### config.mk
export PLATFORM = sky130hd
export DESIGN_NAME = frog_chip
export DESIGN_NICKNAME = d
export VERILOG_FILES = /design/src/rtl/frog_chip.sv
export SDC_FILE = /design/constraint.sdc
export NUM_CORES = 1
export LEC_CHECK = 0
export CELL_PAD_IN_SITES_DETAIL_PLACEMENT = 1
export CELL_PAD_IN_SITES_GLOBAL_PLACEMENT = 2
export CORE_MARGIN = 2
export CORE_UTILIZATION = 32
export CTS_CLUSTER_SIZE = 14
export DETAILED_ROUTE_END_ITERATION = 6
export GPL_TIMING_DRIVEN = 0
export PLACE_DENSITY = 0.84
export SYNTH_ARGS = -nofsm -noshare
export SYNTH_HDL_FRONTEND = slang
export SYNTH_SLANG_ARGS = --single-unit
### constraint.sdc
create_clock -name clk -period 1.6 [get_ports clk]
set_input_delay 0.16 -clock clk [delete_from_list [all_inputs] [get_ports clk]]
set_output_delay 0.16 -clock clk [all_outputs]
set_load 0.02 [all_outputs]
### src/rtl/frog_chip.sv
// N-cell elementary cellular automaton with Wolfram rule encoding; cell 0 streams out serially.
// Optional build macro FROG_CA_WRAP_EN selects a circular boundary instead of the default null boundary.
module frog_chip #(
    parameter int N = 8
) (
    input  logic         clk,
    input  logic         rst_n,
    input  logic         load,
    input  logic [7:0]   rule_num,
    input  logic [N-1:0] seed,
    input  logic         enable,
    output logic         out
);

    logic [7:0]   rule;
    logic [N-1:0] state;

    // Whole generation is computed from the old array, so no cell sees a partial update.
    function automatic logic [N-1:0] next_gen(input logic [7:0] r, input logic [N-1:0] s);
        logic [N+1:0] ext;
        logic [N-1:0] nxt;
`ifdef FROG_CA_WRAP_EN
        ext = {s[0], s, s[N-1]};
`else
        ext = {1'b0, s, 1'b0};
`endif
        nxt = '0;
        for (int i = 0; i < N; i++) begin
            nxt[i] = r[{ext[i+2], ext[i+1], ext[i]}];
        end
        return nxt;
    endfunction

    // Port rst_n is active-high despite its name.
    always_ff @(posedge clk) begin
        if (rst_n) begin
            rule  <= '0;
            state <= '0;
        end else if (load) begin
            rule  <= rule_num;
            state <= seed;
        end else if (enable) begin
            state <= next_gen(rule, state);
        end
    end

    assign out = state[0];

endmodule

* Word level (Yosys, flattened, before mapping)
Index checks and enable logic that the tools add are counted.
** Storage, ports and cells
- Register bits :: 16
- Input bits :: 20
- Output and inout bits :: 1
- Logic and storage cells :: 29
** Operators by class
- Magnitude comparators :: 8
- Mux-type cells :: 18
- Reductions and logical operators :: 1
** Operators with widths (number)
- less-than comparator 3 x 4 -> 1 bit (second input constant) :: 7
- binary-select mux 1 bit (select 3 bit) :: 6
- two-way mux 8 bit :: 2
- two-way mux 1 bit :: 8
- binary-select mux 1 bit (select 2 bit) :: 2
- less-than comparator 2 x 4 -> 1 bit (second input constant) :: 1
- nonzero test 2 bit :: 1

* Longest topological paths before layout
- Word-level depth :: 4
- Mapped depth :: 5
- Depth with buffers taken out :: 4

* Worst setup path before layout
No wires, ideal clock.
- Path type :: reg-to-reg
- From :: register state[1]
- To :: register state[2]
- Setup time :: 0.127 ns
- Arrival time :: 1.242 ns
- Data required time :: 1.473 ns
- Setup slack :: 0.230 ns
- Stages on the path, launching flop included :: 5
- Buffers on the path :: 1
- Clock period less this slack :: 1.370 ns
- Path through :: dfxtp_1 buf_6 mux4_2 nor4b_2 a2111oi_2
** On the way
- Longest elaborated chain between the ends :: 4
** RTL lines
- start, declared :: line 16 : logic [N-1:0] state;
- start signal, assigned :: line 43 : state <= next_gen(rule, state);
- binary-select mux 1 bit (select 3 bit) :: line 29 : nxt[i] = r[{ext[i+2], ext[i+1], ext[i]}];
- two-way mux 1 bit (implied by the code) :: line 29
- two-way mux 8 bit :: line 42 : end else if (enable) begin
- two-way mux 8 bit :: line 39 : end else if (load) begin
No other way between the ends. The select of a mux whose other input is x is not followed.
A chain may end at the register's enable or synchronous reset.

* Worst setup path in the final report
Same ends and word-level chain as after synthesis.

==> impl_metrics.prom <==
# TYPE chip_impl_metric gauge
chip_impl_metric{name="finalMaxSlewViolations",unit=""} 0
chip_impl_metric{name="diodes",unit=""} 0
chip_impl_info{name="cts-root-buf",value="sky130_fd_sc_hd__clkbuf_4"} 1
chip_impl_info{name="cts_tree",value="done"} 1
chip_impl_metric{name="synth.avg_cell_area",unit="sq um"} 10.8
chip_impl_metric{name="io_buffers",unit=""} 19
chip_impl_metric{name="cts-buffers-inserted",unit=""} 3
chip_impl_metric{name="nets",unit=""} 146
chip_impl_metric{name="final-hold-violation-count",unit=""} 0
chip_impl_metric{name="synth_compound_area_share",unit="%"} 13.3
chip_impl_metric{name="timing_worst_slew_pin_value",unit="ns"} 0.455
chip_impl_metric{name="die_area",unit="sq um"} 3940
chip_impl_metric{name="gp_routability_congestion",unit=""} 0.769
chip_impl_metric{name="ctsLongestPathBuffers",unit=""} 2
chip_impl_metric{name="cell_count_of_the_worst_hold_path",unit=""} 4
chip_impl_metric{name="std_cell_rows",unit=""} 21
chip_impl_metric{name="setup.reg_to_reg.worst_slack",unit="ns"} 0.11
chip_impl_metric{name="grt_antenna_before_repair",unit=""} 0
chip_impl_metric{name="final_layout_size_suffix_gt1_share",unit="%"} 21.6
chip_impl_metric{name="synthMuxAreaShare",unit="%"} 35.8
chip_impl_metric{name="dieWidth",unit="um"} 62.8
chip_impl_metric{name="top_achievable_clock_speed",unit="MHz"} 670
chip_impl_metric{name="min_period_over_period",unit="%"} 93.2
chip_impl_metric{name="leakagePower",unit="nW"} 0.514
chip_impl_info{name="worst_setup_path_end_kind",value="register"} 1
chip_impl_info{name="post-synth-top-area-cell",value="sky130_fd_sc_hd__dfxtp_1"} 1
chip_impl_metric{name="finalWorstPathRequiredPeriod",unit="ns"} 1.49
chip_impl_info{name="worstSetupPathType",value="reg -> reg"} 1
chip_impl_metric{name="detailedPlace.worstSlack",unit="ns"} 0.0413
chip_impl_metric{name="worst_clock_skew",unit="ns"} 0.000665
chip_impl_metric{name="clk_pin_slew",unit="ns"} 0.10
chip_impl_metric{name="power.ir.vdd_worst",unit="V"} 0.000399
chip_impl_metric{name="vias_post_dr",unit=""} 914
chip_impl_metric{name="sequential_cell_area_fraction_in_the_yosys_report",unit="%"} 29.0
chip_impl_metric{name="place_inst",unit=""} 167
chip_impl_metric{name="netlist_area",unit="sq um"} 1100
chip_impl_metric{name="worst-r2r-cell-count",unit=""} 4
chip_impl_metric{name="ys_warn_count",unit=""} 0
chip_impl_metric{name="postSynthRegisterBits",unit=""} 16
chip_impl_metric{name="routed_wirelength",unit="um"} 2650
chip_impl_metric{name="cts_hold_buf",unit=""} 0
chip_impl_metric{name="finalSetupViolCount",unit=""} 0
chip_impl_metric{name="power_density",unit="nW/um^2"} 714
chip_impl_metric{name="worstPathMaxFanout",unit=""} 7
chip_impl_info{name="hp-start",value="load"} 1
chip_impl_metric{name="area_growth_from_synthesis_to_layout",unit="%"} 25.7
chip_impl_metric{name="detailedRoute.firstIterationViolations",unit=""} 16
chip_impl_metric{name="postCtsSetupBuffers",unit=""} 0
chip_impl_info{name="timing.hold.worst_endpoint",value="state[5]"} 1
chip_impl_metric{name="tritoncts_num_sinks",unit=""} 16
chip_impl_info{name="most-common-layout-cells",value="sky130_fd_sc_hd__clkdlybuf4s50_1, sky130_fd_sc_hd__dfxtp_1, sky130_fd_sc_hd__mux2i_1, sky130_fd_sc_hd__nor2_1, sky130_fd_sc_hd__mux4_2"} 1
chip_impl_metric{name="pin_count",unit=""} 21
chip_impl_metric{name="grt-ovfl-total",unit=""} 0
chip_impl_metric{name="netlist.area_leader.share",unit="%"} 29.0
chip_impl_metric{name="start_util",unit="%"} 33.1
chip_impl_metric{name="slew_headroom",unit="%"} 69.7
chip_impl_metric{name="die_h",unit="um"} 62.8
chip_impl_metric{name="routed_via_density",unit=""} 5.35
chip_impl_metric{name="grt_pass1_vias",unit=""} 959
chip_impl_metric{name="maxCapViolations",unit=""} 0
chip_impl_info{name="status",value="finished clean"} 1
chip_impl_metric{name="dp.final_hpwl",unit="um"} 1910
chip_impl_metric{name="grt_start_max_net_pins",unit=""} 11
chip_impl_metric{name="finish.cell_count_without_fillers",unit=""} 171
chip_impl_metric{name="drt.antenna.violating_nets",unit=""} 0
chip_impl_metric{name="setup-tns-final",unit="ns"} 0
chip_impl_metric{name="grt_usage",unit="%"} 15.0
chip_impl_metric{name="detail_route.drc_violations",unit=""} 0
chip_impl_metric{name="cell_count_after_synthesis",unit=""} 102
chip_impl_metric{name="cp_data_arrival_time",unit="ns"} 1.66
chip_impl_info{name="final_common_cell",value="sky130_fd_sc_hd__clkdlybuf4s50_1"} 1
chip_impl_metric{name="firstDrtPassIters",unit=""} 4
chip_impl_metric{name="detail_route.wl_per_cell",unit="um"} 15.5
chip_impl_metric{name="synthesized_area_fraction_occupied_by_xor_and_xnor_cells",unit="%"} 0
chip_impl_info{name="origin_of_the_critical_flop_to_flop_path",value="state[1]"} 1
chip_impl_metric{name="core_ar",unit="sq um"} 3340
chip_impl_info{name="timing.hold.worst.class",value="in -> reg"} 1
chip_impl_info{name="worst_setup_path_start_kind",value="register"} 1
chip_impl_info{name="synth_top_family_by_area",value="multiplexers"} 1
chip_impl_info{name="post_synth_main_area_contributors",value="sky130_fd_sc_hd__dfxtp_1, sky130_fd_sc_hd__mux4_2, sky130_fd_sc_hd__mux2i_1"} 1
chip_impl_metric{name="post_cts_resize_count",unit=""} 0
chip_impl_info{name="rsz0062_at_grt",value="false"} 1
chip_impl_metric{name="first_pass_grt_wire_length",unit="um"} 4650
chip_impl_metric{name="worst_skew_pair.late_latency",unit="ns"} 0.29
chip_impl_metric{name="yosys.area_share.adder",unit="%"} 0
chip_impl_info{name="reg2reg_to",value="state[2]"} 1
chip_impl_metric{name="synth_nets",unit=""} 122
chip_impl_metric{name="final.setup.worst_slack",unit="ns"} 0.108
chip_impl_metric{name="synth.lib_cells_used.distinct",unit=""} 31
chip_impl_metric{name="deepest_level_of_the_cts_h_tree",unit=""} 1
chip_impl_metric{name="synthSimpleGateAreaFrac",unit="%"} 12.2
chip_impl_metric{name="worst-endpoint-required",unit="ns"} 1.77
## synth_stat cells
library cell	instances
sky130_fd_sc_hd__inv_1	5
sky130_fd_sc_hd__mux2_2	2
sky130_fd_sc_hd__a311oi_1	3
sky130_fd_sc_hd__a2111oi_2	1
sky130_fd_sc_hd__mux4_1	2
sky130_fd_sc_hd__buf_4	2
sky130_fd_sc_hd__a21oi_1	4
sky130_fd_sc_hd__a211oi_2	1
sky130_fd_sc_hd__clkbuf_1	1
sky130_fd_sc_hd__o21ai_1	2
sky130_fd_sc_hd__a2111oi_1	1
sky130_fd_sc_hd__nor3_1	4
sky130_fd_sc_hd__o21ai_0	1
sky130_fd_sc_hd__o211ai_1	3
sky130_fd_sc_hd__mux4_2	8
sky130_fd_sc_hd__a211oi_1	1
sky130_fd_sc_hd__dfxtp_1	16
sky130_fd_sc_hd__nand3_1	2
sky130_fd_sc_hd__a32oi_1	1
sky130_fd_sc_hd__o32ai_1	1
sky130_fd_sc_hd__buf_6	2
sky130_fd_sc_hd__clkbuf_8	2
sky130_fd_sc_hd__nand2_1	2
sky130_fd_sc_hd__buf_2	2
sky130_fd_sc_hd__nor2b_1	3
sky130_fd_sc_hd__nor2_1	10
sky130_fd_sc_hd__or3b_1	1
sky130_fd_sc_hd__clkbuf_2	2
sky130_fd_sc_hd__nor4b_1	2
sky130_fd_sc_hd__mux2i_1	14
sky130_fd_sc_hd__nor4b_2	1
## critical path, stage by stage, from the launching register on
cell and delay (ns):
sky130_fd_sc_hd__dfxtp_1 0.34, sky130_fd_sc_hd__buf_6 0.13, sky130_fd_sc_hd__mux4_2 0.52, sky130_fd_sc_hd__a211oi_2 0.30, sky130_fd_sc_hd__a2111oi_2 0.08
## stage by stage
stage	hold slack, ns	power [mW]	utilization [%]	instance area [sq um]
after CTS	0.265	1.01	41.6	1390
after detailed placement	0.591	0.720	40.5	1350
after floorplan	0.239	0.630	-	1100
after global placement	0.580	0.712	40.5	1350
after global routing	0.298	1.05	41.6	1390
final	0.272	0.992	41.6	1390
## final cells by class
cell class / instances / area (sq um)
Buffer: 11 / 88.8
Clock buffer: 4 / 36.3
Fill cell: 395 / 1950
Inverter: 5 / 18.8
Multi-Input combinational cell: 70 / 677
Sequential cell: 16 / 320
Tap cell: 46 / 57.6
Timing Repair Buffer: 19 / 190
## layer usage
metal  track usage (%)  wire length (um)
met1              18.8              1200
met2              24.1              1240
met3              3.96               147
met4              6.67                63
met5                 0                 0
## worst max-delay path by stage
stage,from,to,slack [ns]
global placement,rst_n,state[1],0.1
finish,state[1],state[2],0.11
floorplan,state[1],state[2],0.23
CTS,state[0],out,0.10
global route,state[1],state[2],0.04
detailed placement,rst_n,state[1],0.04
## power by group
group          leakage (nW)  internal (mW)  switching [mW]
clock                0.0210          0.139           0.143
combinational         0.361          0.151           0.102
sequential            0.132          0.425          0.0325
## cell families after synthesis
logic type	count (synthesis)
AOI/OAI and AO/OA	19
muxes	26
and+or+nand+nor	25
DFF	16
buffers and inverters	16
## flip-flops by register name, summed over array words and instances (netlist names)
name / cells
rule: 8
state: 8
Power figures use the tool's default switching activity.
